<file path="src/rtl/apb_master_pkg.sv">
// Shared types and constants for the APB command master and its wait counter.
package apb_master_pkg;

  localparam int APB_DATA_W = 32;

  typedef enum logic [1:0] {
    ST_IDLE   = 2'd0,
    ST_SETUP  = 2'd1,
    ST_ACCESS = 2'd2,
    ST_RESP   = 2'd3
  } apb_mst_state_t;

  // Counter must hold TIMEOUT itself; keep at least one bit when the timeout is disabled.
  function automatic int tmo_cnt_w(input int tmo);
    return (tmo < 1) ? 1 : $clog2(tmo + 1);
  endfunction

endpackage

</file>
<file path="src/rtl/apb_mst_tmo.sv">
// Saturating ACCESS wait-state counter; flags expiry once the count equals TIMEOUT.
module apb_mst_tmo
  import apb_master_pkg::*;
#(
  parameter int TIMEOUT = 16
) (
  input  logic pclk,
  input  logic presetn,
  input  logic clr,
  input  logic inc,
  output logic expired
);

  localparam int CW = tmo_cnt_w(TIMEOUT);

  logic [CW-1:0] cnt;

  always_ff @(posedge pclk) begin
    if (!presetn)             cnt <= '0;
    else if (clr)             cnt <= '0;
    else if (inc && cnt != '1) cnt <= cnt + 1'b1;
  end

  assign expired = (TIMEOUT != 0) && (cnt == CW'(TIMEOUT));

endmodule

</file>
<file path="src/rtl/apb_cmd_master.sv">
// Single-outstanding APB3 initiator: valid/ready command in, APB transfer out,
// read data and error/timeout status returned on a valid/ready response stream.
module apb_cmd_master
  import apb_master_pkg::*;
#(
  parameter int ADDR_W  = 12,
  parameter int TIMEOUT = 16
) (
  input  logic                  pclk,
  input  logic                  presetn,
  input  logic                  req_valid,
  output logic                  req_ready,
  input  logic                  req_write,
  input  logic [ADDR_W-1:0]     req_addr,
  input  logic [APB_DATA_W-1:0] req_wdata,
  output logic                  rsp_valid,
  input  logic                  rsp_ready,
  output logic [APB_DATA_W-1:0] rsp_rdata,
  output logic                  rsp_err,
  output logic                  rsp_tmo,
  output logic                  psel,
  output logic                  penable,
  output logic                  pwrite,
  output logic [ADDR_W-1:0]     paddr,
  output logic [APB_DATA_W-1:0] pwdata,
  input  logic [APB_DATA_W-1:0] prdata,
  input  logic                  pready,
  input  logic                  pslverr
);

  apb_mst_state_t state;
  logic           accept;
  logic           tmo_clr;
  logic           tmo_inc;
  logic           tmo_expired;

  assign req_ready = (state == ST_IDLE);
  assign accept    = req_valid && req_ready;

  // Counting the SETUP cycle makes the count equal the current ACCESS cycle
  // number, so expiry lines up with the TIMEOUT-th ACCESS cycle.
  assign tmo_clr = accept;
  assign tmo_inc = (state == ST_SETUP) || ((state == ST_ACCESS) && !pready);

  apb_mst_tmo #(.TIMEOUT(TIMEOUT)) u_tmo (
    .pclk    (pclk),
    .presetn (presetn),
    .clr     (tmo_clr),
    .inc     (tmo_inc),
    .expired (tmo_expired)
  );

  always_ff @(posedge pclk) begin
    if (!presetn) begin
      state     <= ST_IDLE;
      psel      <= 1'b0;
      penable   <= 1'b0;
      pwrite    <= 1'b0;
      paddr     <= '0;
      pwdata    <= '0;
      rsp_valid <= 1'b0;
      rsp_rdata <= '0;
      rsp_err   <= 1'b0;
      rsp_tmo   <= 1'b0;
    end else begin
      case (state)
        ST_IDLE: begin
          if (accept) begin
            pwrite  <= req_write;
            paddr   <= req_addr;
            pwdata  <= req_wdata;
            psel    <= 1'b1;
            penable <= 1'b0;
            state   <= ST_SETUP;
          end
        end
        ST_SETUP: begin
          penable <= 1'b1;
          state   <= ST_ACCESS;
        end
        ST_ACCESS: begin
          // pready takes priority over a simultaneous expiry.
          if (pready) begin
            rsp_rdata <= pwrite ? '0 : prdata;
            rsp_err   <= pslverr;
            rsp_tmo   <= 1'b0;
            rsp_valid <= 1'b1;
            psel      <= 1'b0;
            penable   <= 1'b0;
            state     <= ST_RESP;
          end else if (tmo_expired) begin
            rsp_rdata <= '0;
            rsp_err   <= 1'b1;
            rsp_tmo   <= 1'b1;
            rsp_valid <= 1'b1;
            psel      <= 1'b0;
            penable   <= 1'b0;
            state     <= ST_RESP;
          end
        end
        ST_RESP: begin
          if (rsp_ready) begin
            rsp_valid <= 1'b0;
            state     <= ST_IDLE;
          end
        end
        default: state <= ST_IDLE;
      endcase
    end
  end

endmodule

</file>
<file path="config.mk">
export PLATFORM = sky130hd
export DESIGN_NAME = apb_cmd_master
export DESIGN_NICKNAME = d
export VERILOG_FILES = /design/src/rtl/apb_master_pkg.sv /design/src/rtl/apb_mst_tmo.sv /design/src/rtl/apb_cmd_master.sv
export SDC_FILE = /design/constraint.sdc
export NUM_CORES = 1
export LEC_CHECK = 0
export CAP_MARGIN = 30
export CORE_MARGIN = 1
export CORE_UTILIZATION = 30
export CTS_BUF_LIST = sky130_fd_sc_hd__clkbuf_8
export DETAILED_ROUTE_END_ITERATION = 10
export MAX_ROUTING_LAYER = met4
export PLACE_DENSITY = 0.67
export SLEW_MARGIN = 15
export SYNTH_ARGS = -nofsm -noshare
export SYNTH_HDL_FRONTEND = slang
export SYNTH_SLANG_ARGS = --single-unit
</file>
<file path="constraint.sdc">
create_clock -name pclk -period 3 [get_ports pclk]
set_clock_uncertainty 0.2 [all_clocks]
set_input_delay 0.6 -clock pclk [delete_from_list [all_inputs] [get_ports pclk]]
set_output_delay 0.6 -clock pclk [all_outputs]
set_load 0.03 [all_outputs]
</file>
==> key figures <==
Setup path
  • Setup crit start kind: flop
  • CP arrival: ~1.8 ns
  • Worst reg2reg startpoint: u_tmo.cnt[0]$_SDFFE_PP0P_
  • FF-to-FF path depth: 7
  • Worst-path cell chain: inv_1 > ha_1 > clkdlybuf4s50_1
  • Buf+Inv Stages, Crit Path: 2
  • CP top delay family: buffers and inverters
  • WP data required: 2.20 ns
  • Critical path depth: 3
  • Crit path kind: reg2out
  • Critical path's slowest cell: clkdlybuf4s50_1
  • R2r endpoint: rsp_rdata[27]$_SDFFE_PN0P_
  • Reg2Reg Setup Slack: a little over 1 ns
  • Worst-path maximum fanout: 4
  • CP max stage delay: 0.72 ns
  • Worst setup EP type: output pin

Place
  • I/O Buffers: 165
  • RePlAce Congestion: 0.752
  • Dpl hpwl: 6360 um
  • Post-Place Worst Slack: 0.696 ns

Pwr
  • Power Dens Cells: 676 nW/um2
  • Leakage: 1.95 nW
  • VDD IR max: around 0.35 mV

Yosys
  • Top_reg_cell synth: dfxtp_1
  • Synth unique cells: 32
  • Yosys warnings: 0
  • Ranking of synthesized cells by area: dfxtp_1 (54%), nand2_1 (11%), a22o_1 (8.5%), a21boi_0 (8.0%), ha_1 (3.0%)
  • Synthesized area: between 3000 and 4000 um2
  • Count leader, synth: nand2_1
  • Syn_area_per_cell: 9.70 um2
  • Register area share after synthesis: 54.0%
  • Yosys reg bits: 89
  • Synth area leader: dfxtp_1
  • Cells after synthesis: 340
  • Post-synth EDFFs: 0
  • Post-synth top area share: 54.0%
  • Syn Nets: about 430
  • Post-synth top cells: nand2_1 (98), dfxtp_1 (89), a21boi_0 (35)
  • Ys async rst share: 0%

Route
  • Via count: 2931
  • Met3 wire length: 748 um
  • Final WL: 8750 um
  • Via density: about 4.6
  • Number of remaining DRC errors: 0
  • Uppermost layer routed: met4
  • TritonRoute pass-1 iters: 4
  • Initial DRC count: ~120
  • Drt wl/cell: 13.7 um
  • Met1 wire length: 3860 um
  • Met2 Wirelength: 4050 um
  • DRT antenna net count: 0

Finish
  • Layout fillers: 950
  • Seq. cell area: 1780 um2
  • Footprint of the multi-input gates: 1360 um2
  • Nets@finish: 590
  • Layout cell share with drive strength beyond 1: 5.75%
  • Antenna Cells: 0
  • Area growth syn-to-layout: 59.1%

Clock tree
  • TritonCTS clock tree: done
  • Longest Clk Path Bufs: 2
  • CTS Buf Count: 9
  • # H-tree levels: 3
  • Clock transition at path regs: 0.09 ns
  • Worst skew pair latency: 0.35 ns
  • Post-CTS Resized: 0
  • Cts hold-fix bufs: 0
  • Clk root buf: clkbuf_8
  • Clock Sinks: between 80 and 90
  • Post-CTS Setup Bufs: 0

Run status
  • Status: completed

Global route
  • GR Overflow Total: 0
  • Number of global-route vias before repair: 2867
  • Wire length of the first global-routing pass: 13800 um
  • Initial antenna violation count: 0
  • Largest net degree at the start of global routing: 38
  • Total GRT Usage: 15.8%

STA
  • Slew at the pin closest to its max-slew limit: 0.484 ns
  • Fin. max-slew vios: 0
  • Max_slew headroom: 67.8%
  • RSZ-0062 raised after global routing: false
  • Final WS setup: 0.429 ns
  • Final hold violations: 0
  • Minimum clock period: about 2.6 ns
  • Crit share post-route: between 80 and 90%
  • Setup violators final: 0
  • TNS Setup: 0 ns
  • Fmax: 0.389 GHz

Run
  • Total of max-cap violations: 0

Min path
  • WHS Path Cells: 2
  • Hold Path Class: reg2reg
  • HP Start: pwdata[0]$_SDFFE_PN0P_
  • Hold EP: pwdata[0]$_SDFFE_PN0P_

Die
  • # IOs: 166
  • Total core area: roughly 11000 um2
  • Die Y-Extent: about 110 um
  • Core Rows: 37
  • Die width: 107 um
  • DIE AREA: 11400 um2
  • Initial Util: 31.4%
## placed cells by master, fill, tap and decap left out, types with 2 or more instances in the layout
cell	instances
clkinv_2	2
mux2i_1	2
nor2_1	7
a21boi_1	11
nand2_1	98
inv_1	7
a21oi_1	2
a21boi_0	35
a211oi_1	2
nand2b_1	2
o21ai_0	5
clkbuf_8	10
xnor2_1	3
buf_4	5
a22o_1	32
nand3_1	2
ha_1	8
inv_6	2
dfxtp_1	89
clkdlybuf4s50_1	164
## layer usage
metal,vias up,track usage [%]
li1,1464,-
met1,1347,18.7
met2,113,24.9
met3,7,5.41
met4,0,5.28
met5,-,-
## worst min-delay path: cells and delay by family (launching register included)
kind               cells  cell delay (ns)
DFF                    1             0.32
AOI/OAI and AO/OA      1             0.05
and+or+nand+nor        1             0.05
## state kept, by name, indices dropped and copies added, names as in the netlist
register and flops:
paddr 12, penable 1, psel 1, pwdata 32, pwrite 1, rsp_err 1, rsp_rdata 32, rsp_tmo 1
rsp_valid 1, state 2, u_tmo.cnt 5
## area by class of cell
cell class / instances / share of cell area, %
clock buffer: 10 / 2.62
clock inverter: 6 / 1.24
inverter: 7 / 0.501
multi-input combinational: 221 / 26.0
sequential: 89 / 33.9
tap: 136 / 3.24
timing repair buffer: 171 / 32.5
## how the worst max path moves through the flow
stage	from	to	slack (ns)
after floorplan	state[0]$_SDFFE_PN0P_	paddr[1]$_SDFFE_PN0P_	1.14
after global placement	pready	rsp_rdata[0]$_SDFFE_PN0P_	0.73
after detailed placement	pready	rsp_rdata[27]$_SDFFE_PN0P_	0.70
after CTS	state[1]$_SDFFE_PN0P_	req_ready	0.36
after global routing	state[1]$_SDFFE_PN0P_	req_ready	0.32
final	state[0]$_SDFFE_PN0P_	req_ready	0.43
## per-stage QoR
stage	cells	hold WS (ns)	total power, mW	util (%)	instance area, um2
finish	640	0.259	3.55	49.9	5250
global route	640	0.283	3.75	49.9	5250
CTS	640	0.262	3.60	49.9	5250
detailed placement	624	0.250	2.74	48.0	5050
global placement	624	0.241	2.72	48.0	5050
floorplan	340	0.282	2.20	-	3300
## logic make-up (layout without fill, tap and decap cells)
family | after synthesis | in the layout | share of synthesized area [%]
compound gates | 94 | 94 | 22.6
mux | 2 | 2 | 0.607
buf+inv | 30 | 194 | 4.85
flops | 89 | 89 | 54.0
simple gates | 114 | 114 | 14.1
xor+xnor | 3 | 3 | 0.797
fa+ha+maj | 8 | 8 | 3.03
## where the power goes
group          switching, mW  internal, mW  leakage [nW]
clock network          0.435         0.411         0.103
logic                  0.723         0.538          1.12
registers             0.0957          1.35         0.725
total                   1.25          2.30          1.95
Power figures use the tool's default switching activity.
